File: src/rtl/vtage_update_queue.sv
// vtage_update_queue: training-side front end for the VTAGE value predictor banks.
// Buffers commit-time validation results in a P_DEPTH-entry FIFO and expands each entry into
// one write (confidence update, or allocation on a miss) or two writes (update of the provider
// followed by allocation in the next longer-history bank on a mispredict).
//
// Ports:
//   clk, rst_n            clock, asynchronous active-low reset
//   upd_*                 validation request (valid/ready handshake from commit)
//   flush_i               drop all queued and in-flight work
//   wr_*                  write command to the bank array (valid/ready handshake)
//   count_o               occupied FIFO entries
//
// Optional feature: define VTAGE_UPDQ_BYPASS_EN to let a single-write request reach wr_* in the
// same cycle when the queue is empty.
module vtage_update_queue #(
  parameter int unsigned P_DEPTH     = 4,
  parameter int unsigned P_NUM_BANKS = 4,
  parameter int unsigned P_IDX_W     = 7,
  parameter int unsigned P_TAG_W     = 9,
  parameter int unsigned P_VAL_W     = 64,
  parameter int unsigned P_CONF_W    = 3
) (
  input  logic                           clk,
  input  logic                           rst_n,
  input  logic                           upd_valid_i,
  output logic                           upd_ready_o,
  input  logic                           upd_hit_i,
  input  logic [$clog2(P_NUM_BANKS)-1:0] upd_provider_i,
  input  logic [P_IDX_W-1:0]             upd_idx_i,
  input  logic [P_TAG_W-1:0]             upd_tag_i,
  input  logic [P_VAL_W-1:0]             upd_value_i,
  input  logic                           upd_correct_i,
  input  logic [P_CONF_W-1:0]            upd_conf_i,
  input  logic                           flush_i,
  output logic                           wr_valid_o,
  input  logic                           wr_ready_i,
  output logic [$clog2(P_NUM_BANKS)-1:0] wr_bank_o,
  output logic [P_IDX_W-1:0]             wr_idx_o,
  output logic [P_TAG_W-1:0]             wr_tag_o,
  output logic [P_VAL_W-1:0]             wr_value_o,
  output logic [P_CONF_W-1:0]            wr_conf_o,
  output logic                           wr_alloc_o,
  output logic [$clog2(P_DEPTH):0]       count_o
);

  localparam int unsigned BankW = $clog2(P_NUM_BANKS);
  localparam int unsigned PtrW  = $clog2(P_DEPTH);
  localparam int unsigned CntW  = PtrW + 1;
  localparam logic [BankW-1:0] LastBank = BankW'(P_NUM_BANKS - 1);

  typedef enum logic [0:0] {StUpd, StAlloc} state_e;

  // FIFO storage; not reset, contents are only observed while count_q != 0
  logic                mem_hit_q     [P_DEPTH];
  logic                mem_correct_q [P_DEPTH];
  logic [BankW-1:0]    mem_prov_q    [P_DEPTH];
  logic [P_IDX_W-1:0]  mem_idx_q     [P_DEPTH];
  logic [P_TAG_W-1:0]  mem_tag_q     [P_DEPTH];
  logic [P_VAL_W-1:0]  mem_value_q   [P_DEPTH];
  logic [P_CONF_W-1:0] mem_conf_q    [P_DEPTH];

  logic [PtrW-1:0] wptr_q, wptr_d, rptr_q, rptr_d;
  logic [CntW-1:0] count_q, count_d;
  state_e          state_q, state_d;

  logic head_valid, head_two, push, pop, hs_head, byp_sel;

  // Selected write source: FIFO head, or the incoming request when bypassing
  logic                s_valid, s_hit, s_correct;
  logic [BankW-1:0]    s_prov;
  logic [P_IDX_W-1:0]  s_idx;
  logic [P_TAG_W-1:0]  s_tag;
  logic [P_VAL_W-1:0]  s_value;
  logic [P_CONF_W-1:0] s_conf;

  assign head_valid  = (count_q != '0);
  assign head_two    = mem_hit_q[rptr_q] & ~mem_correct_q[rptr_q] &
                       (mem_prov_q[rptr_q] != LastBank);
  assign upd_ready_o = (count_q < CntW'(P_DEPTH)) & ~flush_i;
  assign count_o     = count_q;

  always_comb begin
    byp_sel   = 1'b0;
    s_valid   = head_valid;
    s_hit     = mem_hit_q[rptr_q];
    s_correct = mem_correct_q[rptr_q];
    s_prov    = mem_prov_q[rptr_q];
    s_idx     = mem_idx_q[rptr_q];
    s_tag     = mem_tag_q[rptr_q];
    s_value   = mem_value_q[rptr_q];
    s_conf    = mem_conf_q[rptr_q];
`ifdef VTAGE_UPDQ_BYPASS_EN
    // Only single-write requests may skip the FIFO; blocked during flush since no push occurs
    if (!head_valid && (state_q == StUpd) && !flush_i &&
        !(upd_hit_i && !upd_correct_i && (upd_provider_i != LastBank))) begin
      byp_sel   = 1'b1;
      s_valid   = upd_valid_i;
      s_hit     = upd_hit_i;
      s_correct = upd_correct_i;
      s_prov    = upd_provider_i;
      s_idx     = upd_idx_i;
      s_tag     = upd_tag_i;
      s_value   = upd_value_i;
      s_conf    = upd_conf_i;
    end
`endif
  end

  // Write decode; payload is forced to zero when nothing is offered
  always_comb begin
    wr_valid_o = s_valid;
    wr_bank_o  = '0;
    wr_idx_o   = '0;
    wr_tag_o   = '0;
    wr_value_o = '0;
    wr_conf_o  = '0;
    wr_alloc_o = 1'b0;
    if (s_valid) begin
      wr_idx_o   = s_idx;
      wr_tag_o   = s_tag;
      wr_value_o = s_value;
      if (state_q == StAlloc) begin
        wr_bank_o  = s_prov + BankW'(1);
        wr_alloc_o = 1'b1;
      end else if (!s_hit) begin
        wr_alloc_o = 1'b1;
      end else begin
        wr_bank_o = s_prov;
        if (s_correct) begin
          wr_conf_o = (s_conf == '1) ? s_conf : s_conf + P_CONF_W'(1);
        end
      end
    end
  end

  assign hs_head = head_valid & wr_ready_i;
  assign pop     = hs_head & ((state_q == StAlloc) | ~head_two);
  // A bypassed request that is taken immediately never enters the FIFO
  assign push    = upd_valid_i & upd_ready_o & ~(byp_sel & wr_ready_i);

  always_comb begin
    wptr_d  = wptr_q;
    rptr_d  = rptr_q;
    count_d = count_q;
    state_d = state_q;
    if (flush_i) begin
      wptr_d  = '0;
      rptr_d  = '0;
      count_d = '0;
      state_d = StUpd;
    end else begin
      if (push) wptr_d = wptr_q + PtrW'(1);
      if (pop)  rptr_d = rptr_q + PtrW'(1);
      count_d = count_q + CntW'(push) - CntW'(pop);
      if (hs_head) begin
        state_d = ((state_q == StUpd) && head_two) ? StAlloc : StUpd;
      end
    end
  end

  always_ff @(posedge clk or negedge rst_n) begin
    if (!rst_n) begin
      wptr_q  <= '0;
      rptr_q  <= '0;
      count_q <= '0;
      state_q <= StUpd;
    end else begin
      wptr_q  <= wptr_d;
      rptr_q  <= rptr_d;
      count_q <= count_d;
      state_q <= state_d;
    end
  end

  always_ff @(posedge clk) begin
    if (push) begin
      mem_hit_q[wptr_q]     <= upd_hit_i;
      mem_correct_q[wptr_q] <= upd_correct_i;
      mem_prov_q[wptr_q]    <= upd_provider_i;
      mem_idx_q[wptr_q]     <= upd_idx_i;
      mem_tag_q[wptr_q]     <= upd_tag_i;
      mem_value_q[wptr_q]   <= upd_value_i;
      mem_conf_q[wptr_q]    <= upd_conf_i;
    end
  end

endmodule

File: config.mk
export PLATFORM = sky130hd
export DESIGN_NAME = vtage_update_queue
export DESIGN_NICKNAME = d
export VERILOG_FILES = /design/src/rtl/vtage_update_queue.sv
export SDC_FILE = /design/constraint.sdc
export NUM_CORES = 1
export LEC_CHECK = 0
export ABC_AREA = 1
export CORE_UTILIZATION = 32
export CTS_CLUSTER_DIAMETER = 80
export DETAILED_ROUTE_END_ITERATION = 8
export DONT_BUFFER_PORTS = 1
export HOLD_SLACK_MARGIN = 0.06
export MAX_ROUTING_LAYER = met4
export PLACE_DENSITY = 0.56
export SYNTH_ARGS = -nofsm -noshare
export SYNTH_HDL_FRONTEND = slang
export SYNTH_SLANG_ARGS = --single-unit
File: constraint.sdc
create_clock -name clk -period 10.6 [get_ports clk]
set_input_delay 1.06 -clock clk [delete_from_list [all_inputs] [get_ports clk]]
set_output_delay 1.06 -clock clk [all_outputs]
set_load 0.02 [all_outputs]
# ---- After elaboration in Yosys (flattened, before gate mapping)
# Memories as Yosys holds them, arrays and structs flattened.
# Index checks and enable logic that the tools add are counted.
dict set report classes {
  n_addsub 6
  magnitude_cmp 1
  n_eq_ne 2
  mux 24
  bitwise 11
  reduce_logical 5
}
# operator n
set op_table {}
lappend op_table {{$mux W64} 1}
lappend op_table {{$mux W3} 6}
lappend op_table {{$mux W2} 7}
lappend op_table {{$mux W9} 1}
lappend op_table {{$mux W1} 8}
lappend op_table {{$mux W7} 1}
lappend op_table {{$add A2 B1 Y2 const B} 3}
lappend op_table {{$and A1 B1 Y1} 6}
lappend op_table {{$reduce_bool A2 Y1} 3}
lappend op_table {{$not A1 Y1} 4}
lappend op_table {{$add A3 B1 Y3} 1}
lappend op_table {{$add A3 B1 Y3 const B} 1}
lappend op_table {{$eq A3 B3 Y1 const B} 1}
lappend op_table {{$lt A3 B3 Y1 const B} 1}
lappend op_table {{$reduce_bool A3 Y1} 1}
lappend op_table {{$sub A3 B1 Y3} 1}
lappend op_table {{$ne A2 B2 Y1 const B} 1}
lappend op_table {{$logic_and A1 B1 Y1} 1}
lappend op_table {{$or A1 B1 Y1} 1}
dict set report totals {
  regBits 8
  ramBits 348
  inputBits 92
  wordCells 60
  memories 7
}
# name words word_bits read_ports rd_ports_with_merged_regs write_ports line_no
set memory_table {}
lappend memory_table {mem_value_q 4 64 1 0 1 59} ;# logic [P_VAL_W-1:0] mem_value_q [P_DEPTH];
lappend memory_table {mem_tag_q 4 9 1 0 1 58} ;# logic [P_TAG_W-1:0] mem_tag_q [P_DEPTH];
lappend memory_table {mem_idx_q 4 7 1 0 1 57} ;# logic [P_IDX_W-1:0] mem_idx_q [P_DEPTH];
lappend memory_table {mem_conf_q 4 3 1 0 1 60} ;# logic [P_CONF_W-1:0] mem_conf_q [P_DEPTH];
lappend memory_table {mem_prov_q 4 2 1 0 1 56} ;# logic [BankW-1:0] mem_prov_q [P_DEPTH];
lappend memory_table {mem_correct_q 4 1 1 0 1 55} ;# logic mem_correct_q [P_DEPTH];
lappend memory_table {{1 more memories} -- -- -- -- -- --}

# ---- Longest topological paths before layout
# An unclocked memory read counts as a cell.
dict set report logic_depth {
  depth_word 9
  ltp_mapped 20
  depth_no_buf 17
}

# ---- Worst setup path before layout
# OpenSTA, ideal clock, no wires.
dict set report synth_path {
  kind {in2reg}
  from {in flush_i}
  to {mem mem_conf_q[0][0], enable pin}
  setup_time_ns 0.534
  arrival_ns 5.337
  required_time_ns 10.066
  path_slack_ns 4.729
  stages 3
  n_path_buf 0
  path_cell_list {nor2_1 > nand2_1 > nor2_1}
}
dict set report synth_between {
  elab_chain_cells 5
}
# item line_no
set synth_lines {}
lappend synth_lines {{start, declared} 34} ;# input logic flush_i,
lappend synth_lines {{$not A1 Y1} 79} ;# assign upd_ready_o = (count_q < CntW'(P_DEPTH)) & ~flush_i;
lappend synth_lines {{$and A1 B1 Y1} 79}
lappend synth_lines {{$and A1 B1 Y1} 139} ;# assign push = upd_valid_i & upd_ready_o & ~(byp_sel & wr_ready_i);
lappend synth_lines {{$mux W1} 176} ;# if (push) begin
lappend synth_lines {{$mux W1 (not written as such)} 183} ;# mem_conf_q[wptr_q] <= upd_conf_i;
lappend synth_lines {{end, declared} 60}
# No other way between the ends.

# ---- Final worst setup path
dict set report layout_path {
  from {reg rptr_q[1]}
  to {out wr_conf_o[0]}
}
dict set report layout_between {
  elab_chain_cells 7
  word_cells_on_any_way 10
  cone_classes {1 x add/sub; 1 x eq/ne; 5 x mux; 3 x memory}
}
# item line_no
set layout_lines {}
lappend layout_lines {{start, declared} 62} ;# logic [PtrW-1:0] wptr_q, wptr_d, rptr_q, rptr_d;
lappend layout_lines {{start signal, assigned} 169} ;# rptr_q <= rptr_d;
lappend layout_lines {{$mem_v2 Z4 W3} --}
lappend layout_lines {{$add A3 B1 Y3 / $eq A3 B3 Y1 (equally long branches)} 130} ;# wr_conf_o = (s_conf == '1) ? s_conf : s_conf + P_CONF_W'(1);
lappend layout_lines {{$mux W3} 130}
lappend layout_lines {{$mux W3} 129} ;# if (s_correct) begin
lappend layout_lines {{$mux W3 *} 125} ;# end else if (!s_hit) begin
lappend layout_lines {{$mux W3 *} 122} ;# if (state_q == StAlloc) begin
lappend layout_lines {{$mux W3 *} 118} ;# if (s_valid) begin
lappend layout_lines {{end, declared} 41} ;# output logic [P_CONF_W-1:0] wr_conf_o,
# Every way passes the cells marked *; elsewhere a longest branch is shown, timed or not.

==> results.md <==
* Clock tree buffer depth at 3
* Die area at 44700 um^2
* Num CTS Buffers at 41
* Initial DRC count at 463
* Pwr Total at 4.18 mW
* Crit path required time at 9.54 ns
* Routed Antenna Nets at 0
* # DRC at 0
* Chip height at 212 um
* Gp weighted congestion at 0.700
* Synth top area share at 74.4%
* Rows at 76
* Pleak at 5.30 nW
* Die width at 212 um
* Dpl hpwl at 17.1 mm
* Fin crit share at 47.7%
* GRT overflow at 0
* Synth-to-layout area growth at 12.9%
* RSZ-0062 raised after global routing: false
* Sequential element share of the synthesized area at 75.8%
* Cell count after synthesis at 1118
* ANT cells at 0
* Routed wire per std cell at 18.2 um
* Layout fillers at 4154
* Worst skew pair latency at 0.54 ns
* Area share of fa/ha/maj cells after synthesis at 0.855%
* Simple-gate share of the synthesized area at 10.8%
* Critical Path Sink Type: output pin
* Startpoint types: flop
* Share of layout cells above drive strength 1 at 7.48%
* Syn Nets at 1219
* H-tree Lvls at 2
* Post-Synth XOR/XNOR Area at 0.125%
* Minimum clock period at 5.06 ns
* Nets at 1210
* Post-synth top area cell: edfxtp_1
* Largest family of logic cells by synthesized area: simple AND/OR/NAND/NOR gates
* Post-CTS Resized at 0
* Max FO, Critical Path at 46
* Final WL at 31.3 mm
* Detailed Routing Iterations Pass 1 at 4
* Initial antenna violation count at 0
* GRT Total Usage at 14.4%
* Yosys warns at 0
* Post-Synthesis Mean Instance Area at 12.6 um^2
* Synthesized flop and latch total at 356
* Synthesized cell area at 14000 um^2
* Status: finished clean
* Complex-gate fraction of the synthesized area at 9.24%
* Final Hold Viols at 0
* Via Count at 8036
* Worst-margin pin slew at 1.02 ns
* Max Cap Viol at 0
* Clock root cell: clkbuf_16
* Peak VDD IR at 181 uV
* Rel. slew slack at 32.3%
* CTS Sinks at 356
* # setup viols final at 0
* Synth cell types at 26
* Worst-path clk slew at 0.06 ns
* Clock skew at 0.0109 ns
* Fin Setup TNS at 0 ns
* Max Transition Viols Final at 0
* Worst hold-check path type: primary input to asynchronous set/reset pin
* Vias in the first global route at 7761
* WP data arrival at 4.00 ns
* P per Cell Area at 263 nW/um^2
* Core area at 43200 um^2
* Hold buffer count at cts at 0
* Global-route wire length before repair at 46.7 mm
* Post-CTS setup buffer count at 0
* Synth top area cells: edfxtp_1 74%, nor2_1 9.1%, o21ai_0 5.9%, a21oi_1 3.0%, dfrtp_1 1.4%
* Ports at 183
* Multiplexer share of the synthesized area at 0%
* Via/cell ratio at 4.67
* Largest net degree at the start of global routing at 93
* Fmax at 198 MHz
* Buffers on Ports at 0
* Initial Util at 32.5%
* Critical path class: flop to output pin
* CTS tree: built
-- metrics by stage --
| stage | util [%] | area, um^2 | instances | worst slack, ns | hold WS [ns] |
|---|---|---|---|---|---|
| 6_report | 36.8 | 15900 | 1721 | 5.54 | 0.213 |
| 5_1_grt | 36.8 | 15900 | 1721 | 5.19 | 0.175 |
| 4_1_cts | 36.8 | 15900 | 1721 | 5.36 | 0.177 |
| 3_5_place_dp | 33.9 | 14600 | 1651 | 5.97 | 0.568 |
| 3_3_place_gp | 33.9 | 14600 | 1651 | 6.00 | 0.545 |
| 2_1_floorplan | - | 14000 | 1118 | 4.73 | 0.516 |
-- where the power goes --
| group | internal [mW] | switching (mW) |
|---|---|---|
| clock network | 0.782 | 0.534 |
| registers | 1.64 | 0.0468 |
| logic | 0.224 | 0.950 |
| total | 2.65 | 1.53 |
-- final timing paths --
path                                  startpoint                    end  slack (ns)  cells past startpoint
setup / recovery           rptr_q[1]$_DFFE_PN0P_           wr_conf_o[0]        5.54                     10
hold / removal                             rst_n  wptr_q[1]$_DFFE_PN0P_        0.21                      0
setup reg to reg           rptr_q[1]$_DFFE_PN0P_   count_o[2]$_DFF_PN0_        6.18                     16
hold reg to reg            wptr_q[0]$_DFFE_PN0P_  wptr_q[0]$_DFFE_PN0P_        0.58                      1
max in group asynchronous                  rst_n  rptr_q[1]$_DFFE_PN0P_       10.30                      0
min in group clk           wptr_q[0]$_DFFE_PN0P_  wptr_q[0]$_DFFE_PN0P_        0.58                      1
-- worst max-delay path, cell delays in order, from the launching register on --
cell	delay, ns
dfrtp_4	0.83
clkinv_2	0.81
buf_4	0.61
nor2_1	0.16
o21ai_0	0.08
and2_1	0.19
inv_1	0.05
ha_1	0.16
nand2_2	0.08
xor2_1	0.14
nor2_1	0.30
-- cell families (layout without fill, tap and decap cells) --
family	after synthesis	after routing
buf+inv	98	116
flops	356	356
xor+xnor	2	2
compound gates	257	257
simple gates	396	396
fa+ha+maj	9	9
-- area by class of cell --
| type | count | area (um^2) | share of cell area [%] |
|---|---|---|---|
| inverter | 31 | 120 | 0.757 |
| clock buffer | 47 | 1050 | 6.61 |
| sequential | 356 | 10700 | 67.2 |
| timing repair buffer | 15 | 113 | 0.710 |
| tap | 585 | 732 | 4.61 |
| multi-input combinational | 664 | 3000 | 18.9 |
| clock inverter | 23 | 200 | 1.26 |
-- layout by cell type, fill, tap and decap left out --
cell type | Yosys | routed
o22ai_1 | 1 | 1
nor3_1 | 1 | 1
clkbuf_16 | 0 | 41
and2_1 | 1 | 1
xor2_1 | 2 | 2
inv_8 | 0 | 1
nor2_4 | 0 | 5
nand2_2 | 2 | 2
clkinv_1 | 0 | 9
o21ai_0 | 167 | 167
nand3_1 | 12 | 12
o211ai_2 | 1 | 1
inv_6 | 0 | 4
dfrtp_1 | 8 | 6
nand4_1 | 2 | 2
bufinv_16 | 0 | 3
and3_1 | 1 | 1
inv_4 | 0 | 1
inv_2 | 2 | 1
nor2_1 | 339 | 334
clkbuf_1 | 24 | 6
nor3_2 | 1 | 1
dfrtp_4 | 0 | 2
edfxtp_1 | 348 | 348
a21oi_1 | 85 | 85
nand2_1 | 37 | 37
o21ai_2 | 1 | 1
inv_1 | 29 | 28
ha_1 | 8 | 8
o21ai_1 | 2 | 2
buf_4 | 2 | 15
clkinv_2 | 0 | 7
fa_1 | 1 | 1
-- state kept, by name (all words and copies together), names as in the netlist --
name and count:
wptr_q 2, mem_tag_q 36, mem_prov_q 8, state_q 1
mem_value_q 256, mem_idx_q 28, mem_conf_q 12, rptr_q 2
mem_correct_q 4, mem_hit_q 4, count_o 3
-- layer usage --
layer,GRT usage (%),vias up,share of wire (%)
met5,-,-,0
met4,5.15,0,2.0
met3,4.35,44,6.7
met2,23.7,156,50
met1,16.6,3920,41
li1,-,3916,-
-- cells in the mapped netlist --
cell      number
buf_4          2
fa_1           1
buf_6          2
o22ai_1        1
nand2_2        2
nor2_1       339
inv_2          2
nand2_1       37
o21ai_1        2
edfxtp_1     348
and2_1         1
xor2_1         2
a21oi_1       85
clkbuf_1      24
nand4_1        2
nor3_1         1
buf_2         39
and3_1         1
o21ai_2        1
inv_1         29
o211ai_2       1
ha_1           8
o21ai_0      167
nand3_1       12
dfrtp_1        8
nor3_2         1
Note: power is estimated with default switching activity, not from simulation.
